$ cat config.mk
export PLATFORM = sky130hd
export DESIGN_NAME = vmem_ctrl
export DESIGN_NICKNAME = d
export VERILOG_FILES = /design/src/rtl/vmem_pkg.sv /design/src/rtl/vmem_cursor_blink.sv /design/src/rtl/vmem_ctrl.sv
export SDC_FILE = /design/constraint.sdc
export NUM_CORES = 1
export LEC_CHECK = 0
export CAP_MARGIN = 20
export CORE_MARGIN = 3
export CORE_UTILIZATION = 54
export DETAILED_ROUTE_END_ITERATION = 10
export PLACE_DENSITY_LB_ADDON = 0.12
export SLEW_MARGIN = 20
export SYNTH_ARGS = -nofsm -noshare
export SYNTH_HDL_FRONTEND = slang
export SYNTH_SLANG_ARGS = --single-unit
$ cat constraint.sdc
create_clock -name clk -period 5.4 [get_ports clk]
set_clock_uncertainty 0.15 [all_clocks]
set_input_delay 0.54 -clock clk [delete_from_list [all_inputs] [get_ports clk]]
set_output_delay 0.54 -clock clk [all_outputs]
set_load 0.01 [all_outputs]
$ cat src/rtl/vmem_pkg.sv
// vmem_pkg: shared key codes, clear character, default geometry and FSM
// state type for the video-memory text controller.
package vmem_pkg;

    localparam logic [7:0] KEY_ENTER  = 8'h0A;
    localparam logic [7:0] KEY_BS     = 8'h08;
    localparam logic [7:0] CLEAR_CHAR = 8'h00;

    localparam int DEF_COLS = 70;
    localparam int DEF_ROWS = 30;

    typedef enum logic [1:0] {
        S_IDLE    = 2'd0,
        S_CLR_ROW = 2'd1,
        S_CLR_ALL = 2'd2
    } vmem_state_e;

endpackage

$ cat src/rtl/vmem_cursor_blink.sv
// vmem_cursor_blink: cursor visibility toggle driven by a reloading
// down-counter; a restart pulse forces the cursor visible and reloads.
module vmem_cursor_blink #(
    parameter int BLINK_CYCLES = 25_000_000
) (
    input  logic clk,
    input  logic reset,
    input  logic restart,
    output logic cursor_on
);

    localparam int CW = $clog2(BLINK_CYCLES + 1);
    localparam logic [CW-1:0] RELOAD = CW'(BLINK_CYCLES - 1);

    logic [CW-1:0] cnt_q, cnt_d;
    logic          on_q, on_d;

    always_comb begin
        cnt_d = cnt_q;
        on_d  = on_q;
        if (restart) begin
            cnt_d = RELOAD;
            on_d  = 1'b1;
        end else if (cnt_q == '0) begin
            cnt_d = RELOAD;
            on_d  = ~on_q;
        end else begin
            cnt_d = cnt_q - 1'b1;
        end
    end

    always_ff @(posedge clk or negedge reset) begin
        if (!reset) begin
            cnt_q <= RELOAD;
            on_q  <= 1'b1;
        end else begin
            cnt_q <= cnt_d;
            on_q  <= on_d;
        end
    end

    assign cursor_on = on_q;

endmodule

$ cat src/rtl/vmem_ctrl.sv
// vmem_ctrl: keyboard-driven text cursor and character-memory writer with
// row and full-screen clear sequences. Cursor blink under VMEM_CURSOR_BLINK_EN.
//
// state     | meaning
// ----------+-----------------------------------------------------------
// S_IDLE    | waiting for a key or a clear request
// S_CLR_ROW | blanking row y one column per cycle after a row advance
// S_CLR_ALL | blanking every cell row by row, then cursor home
module vmem_ctrl
    import vmem_pkg::*;
#(
    parameter int COLS         = DEF_COLS,
    parameter int ROWS         = DEF_ROWS,
    parameter int BLINK_CYCLES = 25_000_000
) (
    input  logic        clk,
    input  logic        reset,
    input  logic [7:0]  key_in,
    input  logic        key_valid,
    output logic        key_ready,
    input  logic        clr_screen,
    output logic        wr_en,
    output logic [11:0] wr_addr,
    output logic [7:0]  wr_data,
    output logic [6:0]  cur_x,
    output logic [4:0]  cur_y,
    output logic        busy,
    output logic        cursor_on
);

    localparam logic [6:0] X_MAX = 7'(COLS - 1);
    localparam logic [4:0] Y_MAX = 5'(ROWS - 1);

    if (COLS < 1 || COLS > 128 || ROWS < 1 || ROWS > 32 || BLINK_CYCLES < 1) begin : g_param_check
        $error("vmem_ctrl: geometry must fit the 7-bit x / 5-bit y address fields");
    end

    vmem_state_e state_q, state_d;
    logic [6:0]  x_q, x_d, clr_x_q, clr_x_d;
    logic [4:0]  y_q, y_d, clr_y_q, clr_y_d;
    logic        wr_en_q, wr_en_d;
    logic [11:0] wr_addr_q, wr_addr_d;
    logic [7:0]  wr_data_q, wr_data_d;
    logic        key_acc;
    logic        row_adv;

    assign key_ready = (state_q == S_IDLE) && !clr_screen;
    assign key_acc   = key_valid && key_ready;

    always_comb begin
        state_d   = state_q;
        x_d       = x_q;
        y_d       = y_q;
        clr_x_d   = clr_x_q;
        clr_y_d   = clr_y_q;
        wr_en_d   = 1'b0;
        wr_addr_d = wr_addr_q;
        wr_data_d = wr_data_q;
        row_adv   = 1'b0;

        case (state_q)
            S_IDLE: begin
                if (clr_screen) begin
                    state_d = S_CLR_ALL;
                    clr_x_d = '0;
                    clr_y_d = '0;
                end else if (key_acc) begin
                    if (key_in == KEY_ENTER) begin
                        x_d     = '0;
                        row_adv = 1'b1;
                    end else if (key_in == KEY_BS) begin
                        // At the home position backspace is swallowed silently.
                        if (x_q != '0) begin
                            x_d       = x_q - 7'd1;
                            wr_en_d   = 1'b1;
                            wr_addr_d = {x_q - 7'd1, y_q};
                            wr_data_d = CLEAR_CHAR;
                        end else if (y_q != '0) begin
                            x_d       = X_MAX;
                            y_d       = y_q - 5'd1;
                            wr_en_d   = 1'b1;
                            wr_addr_d = {X_MAX, y_q - 5'd1};
                            wr_data_d = CLEAR_CHAR;
                        end
                    end else begin
                        wr_en_d   = 1'b1;
                        wr_addr_d = {x_q, y_q};
                        wr_data_d = key_in;
                        if (x_q == X_MAX) begin
                            x_d     = '0;
                            row_adv = 1'b1;
                        end else begin
                            x_d = x_q + 7'd1;
                        end
                    end

                    if (row_adv) begin
                        y_d     = (y_q == Y_MAX) ? 5'd0 : y_q + 5'd1;
                        clr_x_d = '0;
                        state_d = S_CLR_ROW;
                    end
                end
            end

            S_CLR_ROW: begin
                if (clr_screen) begin
                    state_d = S_CLR_ALL;
                    clr_x_d = '0;
                    clr_y_d = '0;
                end else begin
                    wr_en_d   = 1'b1;
                    wr_addr_d = {clr_x_q, y_q};
                    wr_data_d = CLEAR_CHAR;
                    if (clr_x_q == X_MAX) begin
                        clr_x_d = '0;
                        state_d = S_IDLE;
                    end else begin
                        clr_x_d = clr_x_q + 7'd1;
                    end
                end
            end

            S_CLR_ALL: begin
                wr_en_d   = 1'b1;
                wr_addr_d = {clr_x_q, clr_y_q};
                wr_data_d = CLEAR_CHAR;
                if (clr_x_q == X_MAX) begin
                    clr_x_d = '0;
                    if (clr_y_q == Y_MAX) begin
                        clr_y_d = '0;
                        x_d     = '0;
                        y_d     = '0;
                        state_d = S_IDLE;
                    end else begin
                        clr_y_d = clr_y_q + 5'd1;
                    end
                end else begin
                    clr_x_d = clr_x_q + 7'd1;
                end
            end

            default: begin
                state_d = S_CLR_ALL;
                clr_x_d = '0;
                clr_y_d = '0;
            end
        endcase
    end

    always_ff @(posedge clk or negedge reset) begin
        if (!reset) begin
            state_q   <= S_CLR_ALL;
            x_q       <= '0;
            y_q       <= '0;
            clr_x_q   <= '0;
            clr_y_q   <= '0;
            wr_en_q   <= 1'b0;
            wr_addr_q <= '0;
            wr_data_q <= '0;
        end else begin
            state_q   <= state_d;
            x_q       <= x_d;
            y_q       <= y_d;
            clr_x_q   <= clr_x_d;
            clr_y_q   <= clr_y_d;
            wr_en_q   <= wr_en_d;
            wr_addr_q <= wr_addr_d;
            wr_data_q <= wr_data_d;
        end
    end

    assign wr_en   = wr_en_q;
    assign wr_addr = wr_addr_q;
    assign wr_data = wr_data_q;
    assign cur_x   = x_q;
    assign cur_y   = y_q;
    assign busy    = (state_q == S_CLR_ROW) || (state_q == S_CLR_ALL);

`ifdef VMEM_CURSOR_BLINK_EN
    vmem_cursor_blink #(
        .BLINK_CYCLES(BLINK_CYCLES)
    ) u_blink (
        .clk      (clk),
        .reset    (reset),
        .restart  (key_acc),
        .cursor_on(cursor_on)
    );
`else
    assign cursor_on = 1'b1;
`endif

endmodule

* Word level (Yosys, flattened, before mapping) *
Cells that the tools add are included.

operators by class
  eq/ne operators = 24
  mux-type cells = 69
  reductions and logical operators = 16
  $add $sub $neg = 6

operators by type and width
  operator               number
  $mux W7                14
  $mux W12               7
  $mux W5                13
  $mux W8                7
  $pmux W12 S3           1
  $pmux W8 S3            1
  $pmux W7 S3            1
  $pmux W5 S2            2
  $eq A8 B4 Y1 const B   2
  $add A7 B1 Y7 const B  2
  $eq A7 B7 Y1 const B   2
  $mux W2                7
  $pmux W7 S2            1
  $mux W1                13
  $ne A2 B2 Y1 const B   6
  $reduce_and A6 Y1      2
  $add A5 B1 Y5 const B  2
  $eq A5 B5 Y1 const B   2
  $ne A3 B2 Y1 const B   3
  $reduce_and A9 Y1      1
  $reduce_bool A7 Y1     1
  $sub A7 B1 Y7 const B  1
  $ne A3 B1 Y1 const B   2
  $ne A3 B3 Y1 const B   2
  other kinds (18)       20

storage, ports and cells
  input port bits = 12
  output and inout port bits = 36
  register bits = 47
  word-level logic and storage cells = 123

* Longest topological paths before layout *
  depth in word-level cells = 11
  depth in mapped cells = 11
  depth with buffers taken out = 8

* Worst setup path after synthesis *
No wires, ideal clock.

  path type = reg-to-reg
  start = register x_q[0] (netlist: cur_x[0])
  end = register wr_addr_q[8] (netlist: wr_addr[8])
  arrival time = 2.139 ns
  data required time = 5.125 ns
  buffers on the path = 2
  library setup time = 0.125 ns
  clock period less this slack = 2.414 ns
  stages on the path, launching flop included = 10
  setup slack = 2.986 ns
  cell sequence = dfrtp_1 -> clkbuf_1 -> inv_1 -> ha_1 -> nor2b_1 -> nand2_1 -> o311ai_1 -> a211o_1 -> buf_4 -> mux2_2

on the way
  longest elaborated chain between the ends = 7
  elaborated cells between the ends (all ways) = 10
  those cells by class = 1 x add/sub; 1 x eq/ne; 6 x mux; 2 x reduce/logical

ends and longest elaborated chain
  what                                                        RTL line                          text
  from (decl)                                                 vmem_ctrl.sv:39                   logic [6:0] x_q, x_d, clr_x_q, clr_x_d;
  from (signal assigned)                                      vmem_ctrl.sv:153                  x_q <= '0;
  from (signal assigned)                                      vmem_ctrl.sv:162                  x_q <= x_d;
  $sub A7 B1 Y7 / $reduce_bool A7 Y1 (equally long branches)  vmem_ctrl.sv:76, vmem_ctrl.sv:73
  $mux W12                                                    vmem_ctrl.sv:73                   if (x_q != '0) begin
  $mux W12                                                    vmem_ctrl.sv:71                   end else if (key_in == KEY_BS) begin
  $mux W12                                                    vmem_ctrl.sv:68                   if (key_in == KEY_ENTER) begin
  $mux W12                                                    vmem_ctrl.sv:67                   end else if (key_acc) begin
  $mux W12                                                    vmem_ctrl.sv:63                   if (clr_screen) begin
  $pmux W12 S3                                                vmem_ctrl.sv:61                   case (state_q)
  to (signal assigned)                                        vmem_ctrl.sv:167                  wr_addr_q <= wr_addr_d;
  to (decl)                                                   vmem_ctrl.sv:42                   logic [11:0] wr_addr_q, wr_addr_d;

Several ways; a longest one is shown, not always the timed one. The select of a mux whose other input is x is not followed.
A chain may end at the register's enable or synchronous reset.

* Final worst setup path *
  start = input port key_in[4]
  end = register wr_addr_q[8] (netlist: wr_addr[8])

on the way
  longest elaborated chain between the ends = 6
  elaborated cells between the ends (all ways) = 10
  those cells by class = 4 x eq/ne; 5 x mux; 1 x reduce/logical

ends and longest elaborated chain
  what          RTL line         text
  from (decl)   vmem_ctrl.sv:18  input logic [7:0] key_in,
  $eq A8 B4 Y1  vmem_ctrl.sv:71
  $mux W12      vmem_ctrl.sv:71
  $mux W12      vmem_ctrl.sv:68
  $mux W12      vmem_ctrl.sv:67
  $mux W12      vmem_ctrl.sv:63
  $pmux W12 S3  vmem_ctrl.sv:61

Several ways; a longest one is shown, not always the timed one. The select of a mux whose other input is x is not followed.

==> summary.txt <==
Outcome
  • Run status: finished, final reports clean

Floorplan
  • Number of ports placed on the die boundary: 48
  • Std cell rows: 27
  • Die ar.: ~7000 um^2
  • Vertical extent of the die: around 83 um
  • Chip width: approximately 83 um
  • Core ar.: between 5000 and 6000 um^2
  • Initial standard-cell utilization of the core: 57.4%

Setup path
  • Endpoint class of the critical path: register
  • Startpoint type of the worst setup path: primary input
  • Class of the most critical setup path: in2reg
  • Crit path arrival time: between 3 and 4 ns
  • Largest fanout on the critical path: 39
  • Required time at the endpoint of the critical path: about 5.4 ns

Detailed routing
  • Post-route DRC: 0
  • Count of vias placed by the detailed router: 3071
  • Via-per-instance ratio: approximately 6.3
  • DRT Wirelength: between 8000 and 9000 um
  • DR pass1 iterations: 5
  • Antenna-violating nets left: 0
  • Top metal layer carrying routed signals: met4
  • Detailed route wirelength on metal3: approximately 700 um
  • WL/cell: 16.9 um
  • Wl on met1: about 3900 um
  • Starting DRC count in detailed routing: ~320
  • Met2 WL post-DR: about 3500 um

Synthesis
  • Post-synthesis cell area: between 3000 and 4000 um^2
  • EDFF count, synth: 0
  • Number of instances in the synthesized netlist: 387
  • Seq cells post-synth: between 40 and 50
  • Yosys cell types: between 60 and 70
  • Proportion of synthesized chip area in sequential cells: roughly 36%
  • Commonest register cell after synthesis: dfrtp_1
  • Largest cells by area after synthesis: dfrtp_1 (36%), nand2_1 (7.1%), o21ai_0 (6.5%), ha_1 (5.8%), nand3_1 (2.8%)
  • Most used standard cell by instance count after synthesis: nand2_1
  • Ranking of synthesized cells by instance count: nand2_1 (61), dfrtp_1 (46), o21ai_0 (42)
  • Async set or reset register ratio after synthesis: 100%
  • Post-synth top area cell: dfrtp_1
  • Per-instance average area after synthesis: ~8.4 um^2
  • Yosys warnings: 0
  • Total nets after synthesis: between 400 and 500
  • Share of the synthesized area in the top cell type: between 30% and 40%

Global routing
  • GRT Resource Usage Total: roughly a quarter
  • Vias in the first global route: roughly 2700
  • First-pass GRT wire length: between 10000 and 15000 um
  • Global route total overflow: 0
  • Maximum number of pins on one net before global-route repair: between 40 and 50
  • Antenna violations before repair: 0

Timing
  • Slew at the pin closest to its max-slew limit: between 1 and 1.5 ns
  • Final Hold Vio Count: 0
  • Final setup viols: 0
  • Number of slew-limit violations in the final report: 0
  • Setup repair after global routing missed its margin: no
  • Final Critical Period: ~3.3 ns
  • Setup_tns: 0 ns
  • Period utilisation layout: 61.2%
  • Highest attainable clock frequency: about 300 MHz
  • Slew margin rel.: between 30% and 40%

Placed design
  • Placer Congestion: 0.947
  • IO buf count: 46
  • Half-perimeter wire length after placement: ~5700 um
  • Area after DPL: around 3600 um^2

Clock network
  • Maximum buffer depth of the clock tree: 2
  • Count of hold-fix buffers inserted at cts: 0
  • CTS tree: done
  • Clock transition at path regs: roughly 0.09 ns
  • Total CTS buffers: 5
  • Setup Fix Bufs, Post-CTS: 0
  • Worst-Skew Late Latency: 0.30 ns
  • CTS resizes: 0
  • Number of levels in the clock H-tree: 2
  • Master cell of the clock root buffer: clkbuf_8
  • Clock Sink Count: between 40 and 50

Pwr
  • PD cells: 507 nW/um^2
  • Proportion of power drawn by the clock network: 13.1%
  • Power Internal: between 1000 and 1500 uW
  • Share of total power in combinational logic: between 50% and 60%
  • Net load switching power: between 800 and 900 uW
  • Pleak: 0.00150 uW
  • Maximum vdd ir drop: around 0.37 mV
  • Switching part of the total power: 45.8%
  • Part of the total power dissipated in sequential elements: 31.4%

Cells and area
  • Nets@finish: roughly 440
  • Share of cells above drive strength 1: 5.07%
  • Area Growth Syn to Fin: 15.8%
  • Fin area: about 3800 um^2
  • Antenna cell count: 0

Min path
  • Worst Hold Class: in2async

Job
  • Number of max-capacitance violations reported: 0
-- final timing paths --
kind | to | slack (ns) | start | depth (start not counted)
min reg2reg | wr_addr[1] | 0.33 | wr_addr[1] | 2
min in group clk | wr_addr[1] | 0.33 | wr_addr[1] | 2
min | cur_x[5] | 0.08 | reset | 1
max in group asynchronous | clr_y_q[3] | 4.60 | reset | 1
max reg2reg | wr_addr[8] | 2.15 | cur_x[0] | 7
max | wr_addr[8] | 2.10 | key_in[4] | 6
-- placed cells by master, fill, tap and decap left out, types with 4 or more instances in the layout --
cell type / netlist / final
clkbuf_8: 0 / 5
a31oi_1: 6 / 6
nand4_1: 6 / 6
ha_1: 15 / 15
dfrtp_1: 46 / 46
nand2_1: 61 / 61
nand3_1: 18 / 18
nor2_1: 22 / 22
a21oi_1: 15 / 15
inv_1: 16 / 16
and3_1: 7 / 7
nor3_1: 8 / 8
clkdlybuf4s50_1: 0 / 45
a22oi_1: 4 / 4
o21ai_0: 42 / 42
nand2b_1: 4 / 4
o211ai_1: 4 / 4
o31ai_1: 11 / 11
-- flip-flops by register name, indices dropped and copies added (netlist names) --
register / count
cur_x: 7
clr_x_q: 7
wr_data: 8
wr_en: 1
clr_y_q: 5
cur_y: 5
state_q: 2
wr_addr: 12
-- power groups by stage --
stage / combinational, uW / clock [uW] / sequential [uW]
floorplan: 708 / 0 / 578
global route: 1170 / 269 / 618
CTS: 1040 / 254 / 596
detailed placement: 1040 / 0 / 603
global placement: 1030 / 0 / 599
finish: 1050 / 249 / 597
-- worst max-delay path: stages --
cell             delay, ns
clkdlybuf4s50_1       0.47
nor4_4                0.47
nand3_1               0.16
o311ai_1              0.40
a211o_1               0.88
mux2_2                0.42
-- layout make-up --
| type | count | area (um^2) |
|---|---|---|
| Multi-Input combinational cell | 297 | 1860 |
| Clock buffer | 6 | 72.6 |
| Tap cell | 72 | 90.1 |
| Fill cell | 487 | 1890 |
| Timing Repair Buffer | 46 | 458 |
| Inverter | 17 | 63.8 |
| Clock inverter | 1 | 30.0 |
| Sequential cell | 47 | 1180 |
-- cell families (layout without fill, tap and decap cells) --
| logic type | after synthesis | count (layout) | share of synthesized area, % |
|---|---|---|---|
| AO/OA/AOI/OAI | 121 | 121 | 25.1 |
| XOR/XNOR | 4 | 4 | 1.08 |
| adder cells (fa/ha/maj) | 15 | 15 | 5.79 |
| buffers and inverters | 43 | 70 | 6.26 |
| flip-flops | 47 | 47 | 36.3 |
| multiplexers | 5 | 5 | 1.62 |
| other | 1 | 1 | 0.116 |
| AND/OR/NAND/NOR | 151 | 151 | 23.7 |
-- routing by layer --
| layer | vias to the layer above | GRT usage [%] |
|---|---|---|
| li1 | 1465 | - |
| met1 | 1456 | 35.5 |
| met2 | 144 | 34.3 |
| met3 | 6 | 6.22 |
| met4 | 0 | 5.56 |
| met5 | - | 0 |
-- stage by stage --
stage	util (%)	hold slack [ns]	cells	power, uW	setup WS [ns]
final	66.5	0.0812	486	1900	2.10
after floorplan	-	0.0944	387	1290	2.99
after detailed placement	64.6	0.320	479	1640	1.79
after CTS	66.4	0.310	486	1890	2.11
after global routing	66.5	0.124	486	2060	1.84
after global placement	64.6	0.311	479	1620	1.94
Power figures use the tool's default switching activity.
